===== config.mk =====
export PLATFORM = sky130hd
export DESIGN_NAME = nes_palette_ram_writer_flat
export DESIGN_NICKNAME = d
export VERILOG_FILES = /design/src/rtl/nes_ppu_pkg.sv /design/src/rtl/nes_palette_ram_writer_if.sv /design/src/rtl/nes_palette_ram.sv /design/src/rtl/nes_palette_ram_writer.sv /design/src/flat_wrapper.sv
export SDC_FILE = /design/constraint.sdc
export NUM_CORES = 1
export LEC_CHECK = 0
export CAP_MARGIN = 5
export CELL_PAD_IN_SITES_DETAIL_PLACEMENT = 0
export CELL_PAD_IN_SITES_GLOBAL_PLACEMENT = 2
export CORE_ASPECT_RATIO = 1.5
export CORE_MARGIN = 8
export CORE_UTILIZATION = 42
export CTS_CLUSTER_SIZE = 8
export DETAILED_ROUTE_END_ITERATION = 8
export PLACE_DENSITY_LB_ADDON = 0.1
export SLEW_MARGIN = 20
export SYNTH_ARGS = -nofsm -noshare
export SYNTH_HDL_FRONTEND = slang
export SYNTH_SLANG_ARGS = --single-unit

===== constraint.sdc =====
create_clock -name clk -period 2.95 [get_ports clk]
set_clock_uncertainty 0.2 [all_clocks]
set_input_delay 0.4425 -clock clk [delete_from_list [all_inputs] [get_ports clk]]
set_output_delay 0.4425 -clock clk [all_outputs]
set_load 0.03 [all_outputs]

===== src/rtl/nes_ppu_pkg.sv =====
// Shared PPU register decode constants and palette mirroring helper.
// Used by the palette writer and its palette RAM.
package nes_ppu_pkg;

  localparam logic [2:0] REG_CTRL   = 3'd0;
  localparam logic [2:0] REG_STATUS = 3'd2;
  localparam logic [2:0] REG_ADDR   = 3'd6;
  localparam logic [2:0] REG_DATA   = 3'd7;

  localparam logic [5:0] PAL_PAGE   = 6'h3F;

  // Backdrop entries of the sprite palettes alias the BG ones.
  function automatic logic [4:0] pal_mirror(input logic [4:0] a);
    logic [4:0] m;
    m = a;
    if (a[4] && (a[1:0] == 2'b00)) begin
      m[4] = 1'b0;
    end
    return m;
  endfunction

endpackage


===== src/rtl/nes_palette_ram_writer_if.sv =====
// CPU register bus into the palette writer plus its VRAM write port.
// master = CPU/system side, slave = palette writer.
interface nes_palette_ram_writer_if #(
  parameter int AW = 14
);

  logic          cpu_we;
  logic          cpu_re;
  logic [2:0]    cpu_reg;
  logic [7:0]    cpu_din;
  logic          vram_we;
  logic [AW-1:0] vram_addr;
  logic [7:0]    vram_data;

  modport master (
    output cpu_we,
    output cpu_re,
    output cpu_reg,
    output cpu_din,
    input  vram_we,
    input  vram_addr,
    input  vram_data
  );

  modport slave (
    input  cpu_we,
    input  cpu_re,
    input  cpu_reg,
    input  cpu_din,
    output vram_we,
    output vram_addr,
    output vram_data
  );

endinterface


===== src/rtl/nes_palette_ram.sv =====
// 32x6 palette array: one write port, one registered read port.
// Reads return the pre-write value when colliding with a write.
import nes_ppu_pkg::*;

module nes_palette_ram #(
  parameter logic [5:0] RST_VAL = 6'h0F
) (
  input  logic       clk,
  input  logic       rst_n,
  input  logic       we,
  input  logic [4:0] waddr,
  input  logic [5:0] wdata,
  input  logic [4:0] raddr,
  output logic [7:0] dout
);

  logic [5:0] mem_q [32];
  logic [5:0] mem_d [32];
  logic [7:0] dout_q;
  logic [7:0] dout_d;

  always_comb begin
    mem_d = mem_q;
    if (we) begin
      mem_d[waddr] = wdata;
    end
    dout_d = {2'b00, mem_q[pal_mirror(raddr)]};
  end

  always_ff @(posedge clk or negedge rst_n) begin
    if (!rst_n) begin
      for (int i = 0; i < 32; i++) begin
        mem_q[i] <= RST_VAL;
      end
      dout_q <= 8'h00;
    end else begin
      mem_q  <= mem_d;
      dout_q <= dout_d;
    end
  end

  assign dout = dout_q;

endmodule


===== src/rtl/nes_palette_ram_writer.sv =====
// CPU-side PPU register decoder: PPUADDR toggle, VRAM address counter,
// palette writes with mirroring and forwarding of other PPUDATA writes.
import nes_ppu_pkg::*;

module nes_palette_ram_writer #(
  parameter logic [5:0] PAL_RST_VAL = 6'h0F,
  parameter int         AW          = 14
) (
  input  logic                   clk,
  input  logic                   rst_n,
  nes_palette_ram_writer_if.slave bus,
  input  logic [4:0]             rd_addr,
  output logic [7:0]             dout,
  output logic [AW-1:0]          vaddr
);

  localparam logic [0:0] W_HI = 1'b0;
  localparam logic [0:0] W_LO = 1'b1;

  logic [0:0]    w_q, w_d;
  logic [5:0]    hi_q, hi_d;
  logic          inc32_q, inc32_d;
  logic [AW-1:0] vaddr_q, vaddr_d;
  logic          vram_we_q, vram_we_d;
  logic [AW-1:0] vram_addr_q, vram_addr_d;
  logic [7:0]    vram_data_q, vram_data_d;

  logic          wr_ctrl;
  logic          wr_addr;
  logic          wr_data;
  logic          rd_status;
  logic          is_pal;
  logic          pal_we;
  logic [4:0]    pal_waddr;
  logic [5:0]    pal_wdata;
  logic [AW-1:0] step;

  assign wr_ctrl   = bus.cpu_we && (bus.cpu_reg == REG_CTRL);
  assign wr_addr   = bus.cpu_we && (bus.cpu_reg == REG_ADDR);
  assign wr_data   = bus.cpu_we && (bus.cpu_reg == REG_DATA);
  assign rd_status = bus.cpu_re && (bus.cpu_reg == REG_STATUS);
  assign is_pal    = vaddr_q[AW-1:AW-6] == PAL_PAGE;
  assign step      = inc32_q ? AW'(32) : AW'(1);

  always_comb begin
    w_d         = w_q;
    hi_d        = hi_q;
    inc32_d     = inc32_q;
    vaddr_d     = vaddr_q;
    vram_we_d   = 1'b0;
    vram_addr_d = vram_addr_q;
    vram_data_d = vram_data_q;
    pal_we      = 1'b0;
    pal_waddr   = pal_mirror(vaddr_q[4:0]);
    pal_wdata   = bus.cpu_din[5:0];

    unique case (1'b1)
      wr_ctrl: begin
        inc32_d = bus.cpu_din[2];
      end
      wr_addr: begin
        if (w_q == W_HI) begin
          hi_d = bus.cpu_din[5:0];
          w_d  = W_LO;
        end else begin
          vaddr_d = AW'({hi_q, bus.cpu_din});
          w_d     = W_HI;
        end
      end
      wr_data: begin
        if (is_pal) begin
          pal_we = 1'b1;
        end else begin
          vram_we_d   = 1'b1;
          vram_addr_d = vaddr_q;
          vram_data_d = bus.cpu_din;
        end
        vaddr_d = vaddr_q + step;
      end
      default: ;
    endcase

    // A status read wins over a same-cycle PPUADDR write.
    if (rd_status) begin
      w_d = W_HI;
    end
  end

  always_ff @(posedge clk or negedge rst_n) begin
    if (!rst_n) begin
      w_q         <= W_HI;
      hi_q        <= 6'h00;
      inc32_q     <= 1'b0;
      vaddr_q     <= '0;
      vram_we_q   <= 1'b0;
      vram_addr_q <= '0;
      vram_data_q <= 8'h00;
    end else begin
      w_q         <= w_d;
      hi_q        <= hi_d;
      inc32_q     <= inc32_d;
      vaddr_q     <= vaddr_d;
      vram_we_q   <= vram_we_d;
      vram_addr_q <= vram_addr_d;
      vram_data_q <= vram_data_d;
    end
  end

  nes_palette_ram #(
    .RST_VAL (PAL_RST_VAL)
  ) u_ram (
    .clk   (clk),
    .rst_n (rst_n),
    .we    (pal_we),
    .waddr (pal_waddr),
    .wdata (pal_wdata),
    .raddr (rd_addr),
    .dout  (dout)
  );

  assign vaddr         = vaddr_q;
  assign bus.vram_we   = vram_we_q;
  assign bus.vram_addr = vram_addr_q;
  assign bus.vram_data = vram_data_q;

endmodule


===== src/flat_wrapper.sv =====
// flat-port wrapper written by rule: the top's interface ports become plain ports
module nes_palette_ram_writer_flat 
#(
  parameter logic [5:0] PAL_RST_VAL = 6'h0F,
  parameter int         AW          = 14
)
  (clk, rst_n, rd_addr, dout, vaddr, bus_cpu_we, bus_cpu_re, bus_cpu_reg, bus_cpu_din, bus_vram_we, bus_vram_addr, bus_vram_data);
  nes_palette_ram_writer_if #(.AW(AW)) bus_i ();
  input  logic clk;
  input  logic rst_n;
  input  logic [4:0] rd_addr;
  output logic [7:0] dout;
  output logic [AW-1:0] vaddr;
  input wire logic [$bits(bus_i.cpu_we)-1:0] bus_cpu_we;
  input wire logic [$bits(bus_i.cpu_re)-1:0] bus_cpu_re;
  input wire logic [$bits(bus_i.cpu_reg)-1:0] bus_cpu_reg;
  input wire logic [$bits(bus_i.cpu_din)-1:0] bus_cpu_din;
  output wire logic [$bits(bus_i.vram_we)-1:0] bus_vram_we;
  output wire logic [$bits(bus_i.vram_addr)-1:0] bus_vram_addr;
  output wire logic [$bits(bus_i.vram_data)-1:0] bus_vram_data;
  assign bus_i.cpu_we = bus_cpu_we;
  assign bus_i.cpu_re = bus_cpu_re;
  assign bus_i.cpu_reg = bus_cpu_reg;
  assign bus_i.cpu_din = bus_cpu_din;
  assign bus_vram_we = bus_i.vram_we;
  assign bus_vram_addr = bus_i.vram_addr;
  assign bus_vram_data = bus_i.vram_data;
  nes_palette_ram_writer #(.PAL_RST_VAL(PAL_RST_VAL), .AW(AW)) u_core (.clk(clk), .rst_n(rst_n), .bus(bus_i), .rd_addr(rd_addr), .dout(dout), .vaddr(vaddr));
endmodule

==> impl_metrics.tcl <==
set metrics [dict create \
    status "complete, no violations" \
    via_count 6664 \
    final_hold_viol_count 0 \
    clock_path_buffers 3 \
    tightest_slew_ns 0.942 \
    ctsHoldBuffers 1 \
    rrSetupSlack_ns 0.27 \
    postCtsSetupRepairBufs 0 \
    cp-start-kind "flop" \
    synthTopCellsByCount "mux2_2 (187), dfstp_2 (112), dfrtp_1 (107)" \
    syn_area_per_cell_um2 13.7 \
    pre_cts_ws_ns 0.106 \
    cts-root-buf "clkbuf_16" \
    htree_levels 1 \
    yosys.area.top_type "dfstp_2" \
    final_util_pct 51.0 \
    cts_tree "yes" \
    start_util_pct 42.7 \
    r2r-end "u_core.u_ram.mem_q[5]" \
    first_iter_violations 310 \
    yosysMostFrequentCell "mux2_2" \
    max-slew-margin-rel_pct 37.0 \
    port_buffers 62 \
    async_flop_share_pct 100 \
    crit_path_max_fanout 14 \
    reg2regPathDepth 4 \
    critPathArrivalTime_ns 2.07 \
    setup_viol_count_final 0 \
    dp_hpwl_um 19000 \
    syn_inst 761 \
    cellLeakagePower_nw 5.40 \
    drcViolationCount 0 \
    boundaryPins 65 \
    core-area_um2 24300 \
    cp-end-kind "primary output" \
    insertion_delay_ns 0.55 \
    wl_per_cell_um 23.6 \
    drt_pre_antenna_iters 5 \
    cts_buffers 31 \
    yosysTopAreaCellShare_pct 28.3 \
    viasPerCell 5.62 \
    critPathMaxStageDelay_ns 0.80 \
    worst_slack_ns 0.242 \
    fin_crit_ns 2.71 \
    yosysWarnings 0 \
    synth-edff-count 0 \
    overflow 0 \
    wl_um 28000 \
    clk_pin_slew_worst_paths_ns 0.05 \
    cts_sinks 219 \
    layout-drive-gt1-share_pct 46.7 \
    wl_met1_um 11500 \
    ys_ff_latch 219 \
    crit_chain "clkdlybuf4s50_1" \
    synthTopCellsByArea "dfstp_2 (28%), dfrtp_1 (26%), mux2_2 (20%), mux2i_1 (5.9%), mux4_2 (2.6%)" \
    layout.nets 860 \
    p_per_area_nw_per_um2 707 \
    detail-route-antenna-nets 0 \
    die_w_um 145 \
    antenna_cells 0 \
    cts-resized-gates 0 \
    worst_path_max_delay_cell "clkdlybuf4s50_1" \
    die_h_um 209 \
    worstReg2RegStart "u_core.vaddr[9]" \
    rsz0062_at_grt "false" \
    grt_usage_pct 19.0 \
    cap_violations 0 \
    ir_worst_vdd_v 0.000608 \
    grt_pass1_vias 7378 \
    rows 70 \
    syn_area_um2 10400 \
    period_share_pct 91.8 \
    criticalPathCategory "reg -> out" \
    hold_path.class "in -> async" \
    seq_area_frac_synth_pct 54.0 \
    max_freq_mhz 369 \
    fp.dieArea_um2 30200 \
    area_growth_pct 19.3 \
    worstPathRequired_ns 2.31 \
    gp_congestion 0.855 \
    synthDistinctLibCells 52 \
    wl_met2_um 14400 \
    grt_first_pass_wirelength_um 44100 \
    dr.max_layer_used "met4" \
    cpLargestDelayFamily "buffers and inverters" \
    antenna_found_initial 0 \
    power_mw 8.77 \
    dr_wl_met3_um 1220 \
    drv_slew 0 \
    fin_setup_tns_ns 0 \
    grt_max_degree 70 \
    synth_ff_type "dfstp_2" \
    fillCellCount 2180 \
    crit_buf_inv 1 \
]
==> routing by layer <==
layer	vias up	global-route usage, %
li1	3003	-
met2	129	33.3
met5	-	0
met1	3490	22.6
met3	42	3.63
met4	0	6.45
==> sequential cells by signal (all words and copies together) (netlist names), 6 cells and up <==
register / count
u_core.bus.vram_data: 8
u_core.vaddr: 14
u_core.bus.vram_addr: 14
u_core.u_ram.mem_q: 168
u_core.u_ram.dout: 6
u_core.hi_q: 6
==> cell families (layout without fill, tap and decap cells) <==
logic type / count (synthesis) / count (layout) / share of synthesized area, %
multiplexers: 266 / 266 / 29.6
flip-flops: 219 / 219 / 54.0
AND/OR/NAND/NOR: 114 / 114 / 6.69
AO/OA/AOI/OAI: 93 / 93 / 6.55
buffers and inverters: 64 / 163 / 2.69
adder cells (fa/ha/maj): 3 / 3 / 0.361
other: 1 / 2 / 0.0360
XOR/XNOR: 1 / 1 / 0.0842
==> layout make-up <==
cell class / instances / area (um2) / share of cell area (%)
Timing Repair Buffer: 101 / 967 / 7.79
Clock inverter: 2 / 16.3 / 0.131
Sequential cell: 219 / 5620 / 45.3
Inverter: 5 / 18.8 / 0.151
Multi-Input combinational cell: 479 / 4520 / 36.4
Tap cell: 324 / 405 / 3.27
Clock buffer: 55 / 866 / 6.98
==> through the flow <==
stage	hold WS, ns	instance area [um2]	instances
final	0.239	12400	1185
after CTS	0.242	12400	1185
after global routing	0.259	12400	1185
after detailed placement	0.243	11500	1127
after global placement	0.236	11500	1127
after floorplan	-0.0531	10400	762
==> cells in the final DEF (no fill, tap or decap), types with 3 or more instances in the layout <==
cell type        count
nand3_1             17
a211oi_1             3
buf_4               35
and3_1               4
o21ai_0              8
nor4_4               3
clkdlybuf4s50_1     60
a2bb2oi_1           12
a41o_1               3
inv_1                5
o22ai_1              7
a22oi_1             27
nand4_1             11
dfrtp_1            107
mux4_2              12
and2_1               4
nand2_1             23
mux2i_1             61
nor3_1              13
o211ai_1             5
nor2b_1              6
dfstp_2            112
nor2_1              12
ha_1                 3
buf_12               4
mux2_2             187
clkbuf_1            24
nand2b_1             4
and4_1               4
a21oi_1             12
clkbuf_16           31
o311ai_0             4
mux2_4               6
==> power breakdown <==
part,switching [mW],leakage [nW],internal [mW]
clock network,1.27,0.415,1.95
registers,0.294,2.56,3.28
logic,1.21,2.43,0.769
total,2.77,5.40,6.00
==> how the worst max path moves through the flow <==
stage,start,end,slack (ns),depth (start not counted)
after floorplan,u_core.vaddr[8],u_core.u_ram.mem_q[160],0.59,6
after global placement,bus_cpu_reg[2],u_core.u_ram.mem_q[190],0.13,6
after detailed placement,bus_cpu_reg[2],u_core.u_ram.mem_q[190],0.11,6
after CTS,u_core.vaddr[0],vaddr[0],0.21,1
after global routing,u_core.vaddr[9],u_core.u_ram.mem_q[5],0.11,4
final,u_core.vaddr[0],vaddr[0],0.24,1
Power figures use the tool's default switching activity.
